<file path="src/rtl/lsu_pkg.sv">
// Shared types for the load/store unit data-RAM controller.
// Width codes, FSM states and the width/alignment legality check.
package lsu_pkg;

    localparam logic [2:0] F3_B  = 3'b000;
    localparam logic [2:0] F3_H  = 3'b001;
    localparam logic [2:0] F3_W  = 3'b010;
    localparam logic [2:0] F3_BU = 3'b100;
    localparam logic [2:0] F3_HU = 3'b101;

    typedef enum logic [1:0] {
        IDLE,
        ACCESS,
        MERGE,
        RESP
    } lsu_state_t;

    // 1 when the width code is illegal for this access or the
    // byte offset is misaligned for the access size.
    function automatic logic lsu_bad_width(
        input logic       wr,
        input logic [2:0] f3,
        input logic [1:0] off
    );
        logic bad;
        case (f3)
            F3_B:    bad = 1'b0;
            F3_H:    bad = off[0];
            F3_W:    bad = |off;
            F3_BU:   bad = wr;
            F3_HU:   bad = wr | off[0];
            default: bad = 1'b1;
        endcase
        return bad;
    endfunction

endpackage

</file>
<file path="src/rtl/lsu_byte_lane.sv">
// Byte-lane steering for the data-RAM controller.
// Extracts/extends load lanes and merges store lanes into an old word.
module lsu_byte_lane
    import lsu_pkg::*;
(
    input  logic [31:0] rd_word_i,
    input  logic [31:0] old_word_i,
    input  logic [31:0] wdata_i,
    input  logic [1:0]  off_i,
    input  logic [2:0]  funct3_i,
    output logic [31:0] load_o,
    output logic [31:0] merge_o
);

    logic [7:0]  byte_sel;
    logic [15:0] half_sel;

    // Pick the addressed lane and extend it to 32 bits.
    always_comb begin
        byte_sel = rd_word_i[{off_i, 3'b000} +: 8];
        half_sel = off_i[1] ? rd_word_i[31:16] : rd_word_i[15:0];
        load_o   = 32'h0;
        case (funct3_i)
            F3_B:    load_o = {{24{byte_sel[7]}}, byte_sel};
            F3_BU:   load_o = {24'h0, byte_sel};
            F3_H:    load_o = {{16{half_sel[15]}}, half_sel};
            F3_HU:   load_o = {16'h0, half_sel};
            F3_W:    load_o = rd_word_i;
            default: load_o = 32'h0;
        endcase
    end

    // Replace the addressed byte or half of the old word.
    always_comb begin
        merge_o = old_word_i;
        if (funct3_i[1:0] == 2'b00) begin
            merge_o[{off_i, 3'b000} +: 8] = wdata_i[7:0];
        end else if (funct3_i[1:0] == 2'b01) begin
            merge_o[{off_i[1], 4'b0000} +: 16] = wdata_i[15:0];
        end
    end

endmodule

</file>
<file path="src/rtl/lsu_mem_ctrl.sv">
// Data-RAM initiator between the MEM stage and a word-wide RAM.
// Handles sub-word loads, read-modify-write stores and fault screening.
module lsu_mem_ctrl
    import lsu_pkg::*;
#(
    parameter  int DEPTH = 1024,
    localparam int AW    = $clog2(DEPTH)
) (
    input  logic          CLK,
    input  logic          RESET_N,
    input  logic          req_valid,
    output logic          req_ready,
    input  logic          req_write,
    input  logic [2:0]    req_funct3,
    input  logic [31:0]   req_addr,
    input  logic [31:0]   req_wdata,
    output logic          resp_valid,
    output logic [31:0]   resp_rdata,
    output logic          resp_fault,
    output logic          MemRead,
    output logic          MemWrite,
    output logic [AW-1:0] address,
    output logic [31:0]   write_data,
    input  logic [31:0]   read_data
);

    lsu_state_t    state_q, state_d;
    logic          write_q;
    logic [2:0]    f3_q;
    logic [AW+1:0] addr_q;
    logic [31:0]   wdata_q;
    logic          fault_q;
    logic [31:0]   rdata_q, rdata_d;
    logic [31:0]   old_q, old_d;

    logic          accept;
    logic          fault_in;
    logic [31:0]   lane_load;
    logic [31:0]   lane_merge;

    assign req_ready  = (state_q == IDLE);
    assign accept     = req_ready & req_valid;
    assign fault_in   = lsu_bad_width(req_write, req_funct3, req_addr[1:0])
                      | (|req_addr[31:AW+2]);

    assign address    = addr_q[AW+1:2];
    assign resp_valid = (state_q == RESP);
    assign resp_fault = resp_valid & fault_q;
    assign resp_rdata = resp_valid ? rdata_q : 32'h0;

    lsu_byte_lane u_lane (
        .rd_word_i  (read_data),
        .old_word_i (old_q),
        .wdata_i    (wdata_q),
        .off_i      (addr_q[1:0]),
        .funct3_i   (f3_q),
        .load_o     (lane_load),
        .merge_o    (lane_merge)
    );

    // State, latched request and data registers.
    always_ff @(posedge CLK or negedge RESET_N) begin
        if (!RESET_N) begin
            state_q <= IDLE;
            write_q <= 1'b0;
            f3_q    <= 3'b000;
            addr_q  <= '0;
            wdata_q <= 32'h0;
            fault_q <= 1'b0;
            rdata_q <= 32'h0;
            old_q   <= 32'h0;
        end else begin
            state_q <= state_d;
            rdata_q <= rdata_d;
            old_q   <= old_d;
            if (accept) begin
                write_q <= req_write;
                f3_q    <= req_funct3;
                addr_q  <= req_addr[AW+1:0];
                wdata_q <= req_wdata;
                fault_q <= fault_in;
            end
        end
    end

    // Next state and RAM strobes, decoded from state only.
    always_comb begin
        state_d    = state_q;
        rdata_d    = rdata_q;
        old_d      = old_q;
        MemRead    = 1'b0;
        MemWrite   = 1'b0;
        write_data = 32'h0;
        unique case (state_q)
            IDLE: begin
                if (req_valid) begin
                    rdata_d = 32'h0;
                    state_d = fault_in ? RESP : ACCESS;
                end
            end
            ACCESS: begin
                if (!write_q) begin
                    MemRead = 1'b1;
                    rdata_d = lane_load;
                    state_d = RESP;
                end else if (f3_q == F3_W) begin
                    MemWrite   = 1'b1;
                    write_data = wdata_q;
                    state_d    = RESP;
                end else begin
                    MemRead = 1'b1;
                    old_d   = read_data;
                    state_d = MERGE;
                end
            end
            MERGE: begin
                MemWrite   = 1'b1;
                write_data = lane_merge;
                state_d    = RESP;
            end
            RESP: begin
                state_d = IDLE;
            end
        endcase
    end

endmodule

</file>
<file path="config.mk">
export PLATFORM = sky130hd
export DESIGN_NAME = lsu_mem_ctrl
export DESIGN_NICKNAME = d
export VERILOG_FILES = /design/src/rtl/lsu_pkg.sv /design/src/rtl/lsu_byte_lane.sv /design/src/rtl/lsu_mem_ctrl.sv
export SDC_FILE = /design/constraint.sdc
export NUM_CORES = 1
export LEC_CHECK = 0
export ABC_CLOCK_PERIOD_IN_PS = 4500
export BUFFER_PORTS_ARGS = -buffer_cell sky130_fd_sc_hd__buf_4
export CORE_MARGIN = 2
export CORE_UTILIZATION = 56
export DETAILED_ROUTE_END_ITERATION = 8
export GPL_TIMING_DRIVEN = 0
export PLACE_DENSITY = 0.86
export SETUP_SLACK_MARGIN = 0.4
export SYNTH_ARGS = -nofsm -noshare
export SYNTH_HDL_FRONTEND = slang
export SYNTH_SLANG_ARGS = --single-unit
</file>
<file path="constraint.sdc">
create_clock -name CLK -period 4.5 [get_ports CLK]
set_input_delay 0.675 -clock CLK [delete_from_list [all_inputs] [get_ports CLK]]
set_output_delay 0.675 -clock CLK [all_outputs]
set_load 0.03 [all_outputs]
</file>
==> flow_summary.ini <==
[clocking]
clk_pin_slew_worst_paths_ns = 0.06
post-cts-setup-buffer-count = 0
ctsResizeCount = 1
clk_root_buffer_cell = sky130_fd_sc_hd__clkbuf_8
numCtsBuffers = 17
cts_hold_buffers_added = 0
clock_insertion_delay_worst_skew_ns = 0.52
clock_tree_from_tritoncts = done
ctsLongestPathBuffers = 2
cts.htree.levels = 4
cts.sink_count = 115

[critical_path]
critical_path.startpoint = addr_q[1]
critical_register_to_register_path_endpoint = old_q[24]
timing.rr.start = state_q[1]
timing.critical_path.slowest_cell_delay_ns = 0.46
critPathCaptureType = output pin
crit_path_max_fanout = 10
worst-setup-path-type = register to output pin
register_to_register_path_setup_slack_ns = 2.09
crit_path_end = write_data[30]
ff2ff_path_depth = 8
worst-endpoint-arrival_ns = 3.23
slowest_stage = sky130_fd_sc_hd__dfrtp_1
crit_path_cell_trace = buf_4, clkbuf_4, inv_1, ha_1, nor4bb_1, clkbuf_4, nand3_1, a211o_1, a21oi_1, buf_4
critPathLaunchType = register
required_ns = 3.83

[power_and_ir_drop]
power.leakage_nw = 3.927
ir_worst_vdd_mv = 0.4335
power-per-cell-area_nw_per_um2 = 781.2

[layout]
ratio_of_cells_with_drive_above_1_in_the_final_layout_pct = 40.97
mostFrequentLayoutCells = 191 x sky130_fd_sc_hd__buf_4, 115 x sky130_fd_sc_hd__dfrtp_1, 73 x sky130_fd_sc_hd__mux2_2
stdcell_count = 926
total_non_filler_cell_area_in_the_finished_layout_um2 = 8325
area_delta_synth_final_pct = 34.61
layout.nets = 885
layout.cells.most_common = sky130_fd_sc_hd__buf_4
diodes = 0

[yosys]
synthSimpleGateAreaFrac_pct = 10.12
synth-warning-count = 0
synth_top_cell_by_area = sky130_fd_sc_hd__dfrtp_1
multiplexer_area_fraction_after_synthesis_pct = 13.66
async_reset_ff_share_pct = 100.0
synth_top_family_by_area = compound AO/OA/AOI/OAI gates
synth-seq-cells = 115
synth_sequential_area_ratio_pct = 46.53
ys_top_cells_by_area = sky130_fd_sc_hd__dfrtp_1 47%, sky130_fd_sc_hd__mux2_2 13%, sky130_fd_sc_hd__and2_1 3.3%, sky130_fd_sc_hd__a22o_1 3.1%, sky130_fd_sc_hd__a21oi_1 3.0%
synth_top_cell_area_share_pct = 46.53
synth_compound_gate_area_share_pct = 21.99
gate_count_of_the_mapped_netlist = 572
postSynthAreaPerCell_um2 = 10.81
number_of_synthesized_flops_with_an_enable_pin = 0
synth.distinct_cells = 53
yosys_most_used_dff = sky130_fd_sc_hd__dfrtp_1
synth_xor_xnor_area_share_pct = 0
synth.cell_area_um2 = 6185
synth.net_count = 684
synth_fa_ha_area_share_pct = 1.821

[global_route]
grt_antenna_before_repair = 0
grt_start_max_net_pins = 116
grt_pass1_wl_um = 30960
grtUsageTotal_pct = 34.98
global_route.overflow_total = 0
via_count_of_the_first_global_routing_pass = 5716

[drt]
detail_route.vias_per_cell = 6.274
initialDrtViolationCount = 566
route.detailed.wl_per_inst_um = 22.13
drt_drc_violations_left = 0
drt-total-wl_um = 20500
dr.pass1.iters = 6
vias_after_detailed_routing = 5810
antenna_left = 0

[timing]
final.setup_skew_ns = 0.008271
fin_tns_setup_ns = 0
timing_hold_violations_final = 0
timing.fmax_ghz = 0.2562
worst_slew_pin_slew_ns = 0.9158
final_critical_path_required_period_ns = 3.903
setup_repair_after_global_routing_missed_its_margin = no
final_min_period_over_clock_period_pct = 86.74
maxSlewHeadroom_pct = 38.43
report.final.slew_viol_count = 0
setup_viol = 0

[die]
die_height_um = 109.1
ioPinCount = 182
rows = 38
die_width_um = 109.1
core_region_area_um2 = 10790
die_area_um2 = 11900
start_util_pct = 57.30

[placement]
dpl_cell_area_um2 = 7719
port_buffers = 181
dp_cells = 893
gp_routability_congestion = 0.9613
detailed_place_hpwl_um = 15030

[run]
drv.max_cap_violation_count = 0

[min_path]
timing.hold.worst.class = input port to asynchronous set/reset pin

[outcome]
result_of_the_run = finished, final reports clean
per-stage QoR:
stage	utilization, %	setup WS (ns)	total power [W]	hold WS [ns]
2_1_floorplan	-	1.306	0.004039	0.3794
3_3_place_gp	71.52	0.9580	0.005040	0.4620
3_5_place_dp	71.52	0.9228	0.005130	0.4682
4_1_cts	76.78	0.4812	0.006442	0.3775
5_1_grt	77.14	0.4647	0.006820	0.1620
6_report	77.14	0.5968	0.006504	0.1239
state kept, by name (all words and copies together), names as in the netlist:
register and flops:
old_q 32, rdata_q 32, wdata_q 32, addr_q 12
f3_q 3, state_q 2, fault_q 1, write_q 1
per-layer routing:
metal	GRT usage [%]	up-vias	wire length [um]
met4	13.46	0	660
met2	58.25	331	10170
met3	6.695	67	1568
li1	-	2539	-
met1	45.21	2873	8098
met5	0	-	0
report_power, final:
part	internal (W)	switching (W)
registers	0.00152	0.000421
logic	0.00138	0.00190
clock network	0.000769	0.000517
worst min path at each step:
stage,end,cells past startpoint
2_1_floorplan,addr_q[0],0
4_1_cts,wdata_q[20],2
5_1_grt,addr_q[11],1
3_3_place_gp,rdata_q[8],1
3_5_place_dp,rdata_q[8],1
6_report,wdata_q[0],1
area by class of cell:
| class | count | area (um^2) |
|---|---|---|
| inverter | 25 | 93.84 |
| sequential | 115 | 2878 |
| multi-input combinational | 380 | 2944 |
| timing repair buffer | 182 | 1390 |
| buffer | 52 | 277.8 |
| clock inverter | 13 | 125.1 |
| fill | 725 | 2467 |
| tap | 140 | 175.2 |
| clock buffer | 19 | 441.7 |
cells by family after synthesis:
kind of cell,Yosys count
muxes,74
and+or+nand+nor,110
AOI/OAI and AO/OA,187
adders and majority gates,9
DFF,115
buffers and inverters,77
synthesized netlist by cell type, types with 3 or more instances:
| cell | number |
|---|---|
| sky130_fd_sc_hd__a211o_1 | 9 |
| sky130_fd_sc_hd__a21oi_1 | 37 |
| sky130_fd_sc_hd__a221o_1 | 17 |
| sky130_fd_sc_hd__a221oi_1 | 14 |
| sky130_fd_sc_hd__a222oi_1 | 7 |
| sky130_fd_sc_hd__a22o_1 | 22 |
| sky130_fd_sc_hd__a22oi_1 | 15 |
| sky130_fd_sc_hd__and2_1 | 33 |
| sky130_fd_sc_hd__buf_1 | 6 |
| sky130_fd_sc_hd__buf_2 | 9 |
| sky130_fd_sc_hd__buf_4 | 11 |
| sky130_fd_sc_hd__buf_6 | 3 |
| sky130_fd_sc_hd__clkbuf_1 | 23 |
| sky130_fd_sc_hd__dfrtp_1 | 115 |
| sky130_fd_sc_hd__ha_1 | 9 |
| sky130_fd_sc_hd__inv_1 | 25 |
| sky130_fd_sc_hd__mux2_2 | 73 |
| sky130_fd_sc_hd__nand2_1 | 32 |
| sky130_fd_sc_hd__nand2b_1 | 6 |
| sky130_fd_sc_hd__nor2_1 | 15 |
| sky130_fd_sc_hd__nor4_1 | 5 |
| sky130_fd_sc_hd__o21ai_0 | 29 |
| sky130_fd_sc_hd__o22ai_1 | 14 |
| sky130_fd_sc_hd__o2bb2ai_1 | 8 |
worst max-delay path, delay by kind of cell, from the launching register on:
family,cells,cell delay (ns)
flops,1,0.46
compound gates,2,0.47
buf+inv,5,1.05
simple gates,2,0.40
fa+ha+maj,1,0.33
Power figures use the tool's default switching activity.
